$ cat config.mk
export PLATFORM = sky130hd
export DESIGN_NAME = alu_wide_seq
export DESIGN_NICKNAME = d
export VERILOG_FILES = /design/src/rtl/alu_pkg.sv /design/src/rtl/alu_wide_seq.sv
export SDC_FILE = /design/constraint.sdc
export NUM_CORES = 1
export LEC_CHECK = 0
export CORE_UTILIZATION = 45
export CTS_CLUSTER_SIZE = 24
export DETAILED_ROUTE_END_ITERATION = 10
export MAX_ROUTING_LAYER = met4
export PLACE_DENSITY = 0.8
export SLEW_MARGIN = 20
export SYNTH_ARGS = -nofsm -noshare
export SYNTH_HDL_FRONTEND = slang
export SYNTH_SLANG_ARGS = --single-unit
$ cat constraint.sdc
create_clock -name clk -period 1.9 [get_ports clk]
set_input_delay 0.285 -clock clk [delete_from_list [all_inputs] [get_ports clk]]
set_output_delay 0.285 -clock clk [all_outputs]
set_load 0.03 [all_outputs]
$ cat src/rtl/alu_pkg.sv
// Shared ALU definitions: the 8-bit ALU command encodings, the wide operation
// codes handled by the 16-bit sequencer, and the mapping between the two.
package alu_pkg;

  localparam logic [3:0] ALU_ADD  = 4'b0000;
  localparam logic [3:0] ALU_LSH  = 4'b0001;
  localparam logic [3:0] ALU_RSH  = 4'b0010;
  localparam logic [3:0] ALU_MOV  = 4'b0011;
  localparam logic [3:0] ALU_OR   = 4'b0100;
  localparam logic [3:0] ALU_XOR  = 4'b0101;
  localparam logic [3:0] ALU_AND  = 4'b0110;
  localparam logic [3:0] ALU_ADDI = 4'b0111;
  localparam logic [3:0] ALU_BNE  = 4'b1000;
  localparam logic [3:0] ALU_BEQ  = 4'b1001;
  localparam logic [3:0] ALU_MOVI = 4'b1010;
  localparam logic [3:0] ALU_CMP  = 4'b1101;
  localparam logic [3:0] ALU_NOP  = 4'b1111;

  typedef enum logic [1:0] {
    ADD16 = 2'd0,
    SHL16 = 2'd1,
    SHR16 = 2'd2,
    CMP16 = 2'd3
  } wide_op_t;

  // Byte-level ALU command used for both halves of a wide operation.
  function automatic logic [3:0] wide_cmd(input wide_op_t o);
    logic [3:0] c;
    case (o)
      ADD16:   c = ALU_ADD;
      SHL16:   c = ALU_LSH;
      SHR16:   c = ALU_RSH;
      CMP16:   c = ALU_CMP;
      default: c = ALU_NOP;
    endcase
    return c;
  endfunction

endpackage

$ cat src/rtl/alu_wide_seq.sv
// 16-bit operation sequencer on top of the 8-bit combinational ALU.
// Runs each wide op as two byte passes (FIRST, SECOND) followed by a DONE
// cycle, chaining the ALU carry/shift bit between the passes.
// Ports:
//   clk, reset                 clock, synchronous active-high reset
//   start, op, a, b, cin       request and operands (sampled when IDLE)
//   alu_cmd/inA/inB/sc_i       drive to the ALU
//   alu_rslt/sc_o/equal        ALU response, sampled at the end of each pass
//   busy, done                 status (busy outside IDLE, done pulse in DONE)
//   result, carry_out, eq      registered wide results
module alu_wide_seq
  import alu_pkg::*;
(
  input  logic        clk,
  input  logic        reset,
  input  logic        start,
  input  logic [1:0]  op,
  input  logic [15:0] a,
  input  logic [15:0] b,
  input  logic        cin,
  output logic [3:0]  alu_cmd,
  output logic [7:0]  alu_inA,
  output logic [7:0]  alu_inB,
  output logic        alu_sc_i,
  input  logic [7:0]  alu_rslt,
  input  logic        alu_sc_o,
  input  logic        alu_equal,
  output logic        busy,
  output logic        done,
  output logic [15:0] result,
  output logic        carry_out,
  output logic        eq
);

  typedef enum logic [1:0] {
    S_IDLE   = 2'd0,
    S_FIRST  = 2'd1,
    S_SECOND = 2'd2,
    S_DONE   = 2'd3
  } seq_state_t;

  seq_state_t  state_r, state_s;
  wide_op_t    op_r;
  logic [15:0] a_r, b_r;
  logic        cin_r;
  logic        carry_r;
  logic        eq_first_r;
  logic        hi_first_s;

  // A right shift must see the high byte first so its shifted-out bit can
  // enter the low byte; every other op ripples from the low byte up.
  assign hi_first_s = (op_r == SHR16);

  assign busy = (state_r != S_IDLE);
  assign done = (state_r == S_DONE);

  // Next-state selection and ALU drive for the current pass.
  always_comb begin
    state_s  = state_r;
    alu_cmd  = ALU_NOP;
    alu_inA  = 8'h00;
    alu_inB  = 8'h00;
    alu_sc_i = 1'b0;
    case (state_r)
      S_IDLE: begin
        if (start) begin
          state_s = S_FIRST;
        end else begin
          state_s = S_IDLE;
        end
      end
      S_FIRST: begin
        alu_cmd  = wide_cmd(op_r);
        alu_inA  = hi_first_s ? a_r[15:8] : a_r[7:0];
        alu_inB  = hi_first_s ? b_r[15:8] : b_r[7:0];
        alu_sc_i = cin_r;
        state_s  = S_SECOND;
      end
      S_SECOND: begin
        alu_cmd  = wide_cmd(op_r);
        alu_inA  = hi_first_s ? a_r[7:0] : a_r[15:8];
        alu_inB  = hi_first_s ? b_r[7:0] : b_r[15:8];
        alu_sc_i = carry_r;
        state_s  = S_DONE;
      end
      S_DONE: begin
        state_s = S_IDLE;
      end
      default: begin
        state_s = S_IDLE;
      end
    endcase
  end

  // State register.
  always_ff @(posedge clk) begin
    if (reset) begin
      state_r <= S_IDLE;
    end else begin
      state_r <= state_s;
    end
  end

  // Operand capture and per-pass result latching.
  always_ff @(posedge clk) begin
    if (reset) begin
      op_r       <= ADD16;
      a_r        <= 16'h0000;
      b_r        <= 16'h0000;
      cin_r      <= 1'b0;
      carry_r    <= 1'b0;
      eq_first_r <= 1'b0;
      result     <= 16'h0000;
      carry_out  <= 1'b0;
      eq         <= 1'b0;
    end else begin
      case (state_r)
        S_IDLE: begin
          if (start) begin
            op_r  <= wide_op_t'(op);
            a_r   <= a;
            b_r   <= b;
            cin_r <= cin;
          end
        end
        S_FIRST: begin
          carry_r <= alu_sc_o;
          // A compare leaves result/carry_out untouched.
          if (op_r == CMP16) begin
            eq_first_r <= alu_equal;
          end else if (hi_first_s) begin
            result[15:8] <= alu_rslt;
          end else begin
            result[7:0] <= alu_rslt;
          end
        end
        S_SECOND: begin
          if (op_r == CMP16) begin
            eq <= eq_first_r & alu_equal;
          end else begin
            carry_out <= alu_sc_o;
            if (hi_first_s) begin
              result[7:0] <= alu_rslt;
            end else begin
              result[15:8] <= alu_rslt;
            end
          end
        end
        default: begin
        end
      endcase
    end
  end

endmodule

Yosys cells after proc, flatten, opt, wreduce, memory -nomap -nowiden
Index checks and enable logic that the tools add are counted.
- bits in registers: 57
- input bits: 48
- logic and storage cells: 52
- eq/ne operators: 12
- mux-type cells: 16
- bitwise gates (word level): 2
- reduce and logical (&&, ||, !) cells: 11
- operators with widths (operator ; count):
    $mux W8 ; 6
    $mux W16 ; 2
    $pmux W16 S2 ; 1
    $pmux W8 S2 ; 2
    $pmux W4 S4 ; 1
    $ne A2 B2 Y1 const B ; 6
    $reduce_and A5 Y1 ; 2
    $eq A2 B2 Y1 const B ; 4
    $pmux W2 S4 ; 1
    $reduce_and A2 Y1 ; 4
    $eq A2 B1 Y1 const B ; 2
    $logic_not A2 Y1 ; 2
    $mux W4 ; 1
    $reduce_bool A2 Y1 ; 2
    $pmux W1 S2 ; 1
    $reduce_or A2 Y1 ; 1
    $and A1 B1 Y1 ; 1
    $mux W1 ; 1
    $not A1 Y1 ; 1

Depth between registers and ports, before layout
Gate-level depths: netlist of run 1.
- word-level depth: 4
- mapped depth: 7
- gate-level depth less buffers: 5

Worst setup path before layout of run 1
OpenSTA, ideal clock, no wires.
- path kind: register to output
- from: register state_r[0]
- to: output alu_inA[1]
- arrival time: 1704 ps
- data required time: 1615 ps
- setup slack: -89 ps
- stages on the path, launching flop included: 7
- buffers on the path: 1
- path through: dfxtp_1 inv_1 ha_1 nand2_1 mux2i_2 buf_6 a22o_1
- cells in the longest elaborated chain, start to end: 2
- elaborated cells on any way between the ends: 3
- RTL lines (element ; line ; RTL):
    start: declaration ; alu_wide_seq.sv:42 ; seq_state_t state_r, state_s;
    start signal: assignment ; alu_wide_seq.sv:100 ; state_r <= state_s;
    $eq A2 B2 Y1 / $eq A2 B1 Y1 (equally long branches) ; alu_wide_seq.sv:64 ; case (state_r)
    $pmux W8 S2 * ; alu_wide_seq.sv:64 ;
    end: declaration ; alu_wide_seq.sv:22 ; output logic [7:0] alu_inA,
Mark *: on every way between the ends. The rest lies on a longest branch, timed or not.

Worst setup path in the final report of run 1
- from: register state_r[0]
- to: output alu_inA[4]
Same word-level chain as after synthesis.

==> results of run 1 <==
final cells by class:
class	instances	area (um2)
clock inverter	4	97.6
timing repair buffer	110	1110
tap	70	87.6
inverter	4	15.0
fill	349	1170
sequential	57	1140
clock buffer	12	165
multi-input combinational	206	1450
synth_stat cells, drive strengths merged, types with 2 or more instances:
| cell | count |
|---|---|
| a21oi | 38 |
| a22o | 15 |
| buf | 9 |
| clkbuf | 11 |
| dfxtp | 57 |
| ha | 7 |
| inv | 4 |
| mux2i | 23 |
| nand2 | 79 |
| nand2b | 26 |
| nand3 | 3 |
| nor2 | 4 |
| nor2b | 2 |
flip-flops by register name, indices dropped and copies added (netlist names):
signal / cells
op_r: 2
cin_r: 1
carry_r: 1
a_r: 16
state_r: 2
result: 16
eq_first_r: 1
eq: 1
carry_out: 1
b_r: 16
power by group through the flow:
stage	Clock (mW)	Combinational (mW)	Sequential, mW
floorplan	0	0.424	1.44
global placement	0	0.816	1.38
detailed placement	0	0.831	1.38
CTS	1.49	0.925	1.36
global route	1.56	1.00	1.38
finish	1.48	0.941	1.36
worst min-delay path, cell delays in order, from the launching register on:
cell and delay [ps]:
dfxtp_1 310, nand2_1 50, a21oi_1 50
cell families (layout without fill, tap and decap cells):
group / after synthesis / count (layout) / share of synthesized area [%]
AO/OA/AOI/OAI: 59 / 59 / 15.2
flip-flops: 57 / 57 / 45.5
buffers and inverters: 24 / 130 / 4.99
multiplexers: 23 / 23 / 9.48
AND/OR/NAND/NOR: 117 / 117 / 21.3
adder cells (fa/ha/maj): 7 / 7 / 3.49
stage by stage:
step                hold WS [ps]  total power, mW
floorplan                    421             1.86
global placement             436             2.19
detailed placement           444             2.21
CTS                          452             3.77
global route                 490             3.93
finish                       460             3.78
routing by layer:
metal | vias up | wire length [um]
met1 | 1105 | 3040
li1 | 1163 | -
met5 | - | 0
met4 | 0 | 154
met2 | 63 | 3570
met3 | 15 | 277
cell usage in the layout (no fill, tap or decap), types with 3 or more instances in the layout:
master,netlist,routed
a22o_1,15,5
a21oi_1,37,37
ha_4,0,5
nand3_1,3,3
dfxtp_1,57,55
clkdlybuf4s50_1,0,64
nand2b_1,25,25
nand2_1,79,77
bufinv_16,0,3
buf_4,2,18
a22o_4,0,10
buf_6,3,22
nor2_1,4,4
mux2i_1,21,21
buf_12,0,3
clkbuf_8,0,12
final timing paths:
check	startpoint	endpoint	slack, ps
setup reg to reg	state_r[0]$_SDFF_PP0_	result[14]$_SDFFE_PP0P_	120
hold / removal	a_r[12]$_SDFFE_PP0P_	a_r[12]$_SDFFE_PP0P_	460
hold reg to reg	a_r[12]$_SDFFE_PP0P_	a_r[12]$_SDFFE_PP0P_	460
setup / recovery	state_r[0]$_SDFF_PP0_	alu_inA[4]	-230
what timing repair did:
action	in CTS	in global routing
gates cloned	1	0
hold buffers	0	0
resized for setup	49	8
setup endpoints to repair	19	18
setup buffers	6	0
pin swaps	19	3
==> impl_metrics.csv, run 1 <==
group,metric,value,unit
sta,min_period,2130,ps
layout,drive_gt1_share,23.4,%
setup_path,cp-start-kind,"flip-flop",
min_path,hold_path_depth,2,
setup_path,crit_top_cell,"buf_6",
sta,rsz0062_at_grt,"yes",
setup_path,crit_chain,"inv_2 -> ha_4 -> nand2_4 -> mux2i_4 -> buf_6 -> buf_6 -> a22o_1 -> buf_6",
layout,layout.cells.non_filler,463,
setup_path,slowest_stage,"dfxtp_2",
power_and_ir_drop,netSwitchingPower,1.06,mW
cts,htreeDepth,3,
die,core_area,0.00524,mm2
power_and_ir_drop,pwr-share-seq,36.1,%
synthesis,synth_cell_types,27,
synthesis,ys_seq_elements,57,
placed_design,place_congestion,0.838,
die,start_util,47.9,%
cts,cts_made_buffers,9,
die,die_area,0.00587,mm2
drt,dr.first_iter.drc_count,107,
cts,clk_latency,330,ps
global_routing,use_met3,5.87,%
placed_design,place_ws,-120,ps
global_routing,grt_use_total,25.6,%
run_status,status,"complete, but fails checks",
setup_path,path_depth,8,
sta,max_freq,469,MHz
cts,cts_tree,"built",
setup_path,crit_buf_inv,4,
power_and_ir_drop,pwr-share-clk,39.0,%
sta,post-route-period-util,112,%
drt,firstDrtPassIters,4,
setup_path,crit_fanout,4,
placed_design,placed_cells,443,
power_and_ir_drop,irDropWorstVdd,1120,uV
drt,via_per_inst,5.07,
cts,cts_root_buf,"clkbuf_8",
global_routing,grt_pass1_vias,2449,
die,die_w,76.6,um
layout,n_antenna_cell,0,
drt,wl_per_cell,15.2,um
cts,clk_path_buf_depth,2,
sta,finalSetupViolations,15,
layout,utilization,77.7,%
setup_path,end_kind,"primary output",
placed_design,io_buffers,88,
synthesis,synthFlopType,"dfxtp_1",
die,die_y,76.6,um
global_routing,grt_max_degree,39,
synthesis,syn_nets,342,
drt,ant_nets,0,
die,rows,26,
synthesis,synthArstFlopShare,0,%
global_routing,use_met1,29.7,%
die,pin_count,89,
min_path,hp-class,"flip-flop to flip-flop",
setup_path,path_delay_family,"buffers and inverters",
global_routing,grt_antenna_before_repair,0,
global_routing,met2_usage,42.3,%
power_and_ir_drop,p_sw_share,28.0,%
setup_path,crit_required,1620,ps
setup_path,critical_path_class,"flip-flop to primary output",
sta,slew_viol_final,0,
power_and_ir_drop,power_leakage,1.72,nW
drt,vias,2346,
cts,clk_pin_slew,70,ps
job,cap_violations,0,
layout,area_growth,62.3,%
synthesis,syn_area_per_cell,8.74,um2
global_routing,top_usage_layer,"met2",
global_routing,grt_pass1_wl,11.4,mm
sta,max_slew_margin,58.4,%
synthesis,synth.yosys.warnings,0,
synthesis,yosysSeqAreaShare,45.5,%
cts,cts_num_sinks,57,
drt,totalWireLength,7.04,mm
synthesis,syn_inst,287,
sta,fin_ws,-231,ps
synthesis,synth_top_area_share,45.5,%
drt,drc,0,
layout,num-nets-final,443,
placed_design,place_hpwl,4.31,mm
power_and_ir_drop,p_comb_share,24.9,%
layout,final_cell_area,0.00407,mm2
sta,tightest_slew,625,ps
synthesis,netlist_area,0.00251,mm2
placed_design,placed_area,0.00350,mm2
power_and_ir_drop,p_per_area,929,mW/mm2
setup_path,cp.arrival,1850,ps
setup_path,rr_worst_depth,7,
sta,finalHoldViolCount,0,
synthesis,synth_area_leaders,"dfxtp_1 46%, nand2_1 12%, mux2i_1 8.4%, a21oi_1 7.4%, nand2b_1 6.2%",
run_status,violations,"setup timing",
power_and_ir_drop,p_int,2.72,mW
synthesis,synth_edf_count,0,
sta,tns,-2810,ps
setup_path,slowest_delay,330,ps
global_routing,overflow,0,
sta,finalClockSkew,8.32,ps
synthesis,yosys.area.top_type,"dfxtp_1",
(Power assumes the default switching activity.)
==> inputs of run 2 (changes only) <==
CAP_MARGIN = 10   (was unset)
==> results of run 2 <==
Same layout as run 1: the final DEF is identical, and so are final timing and power.
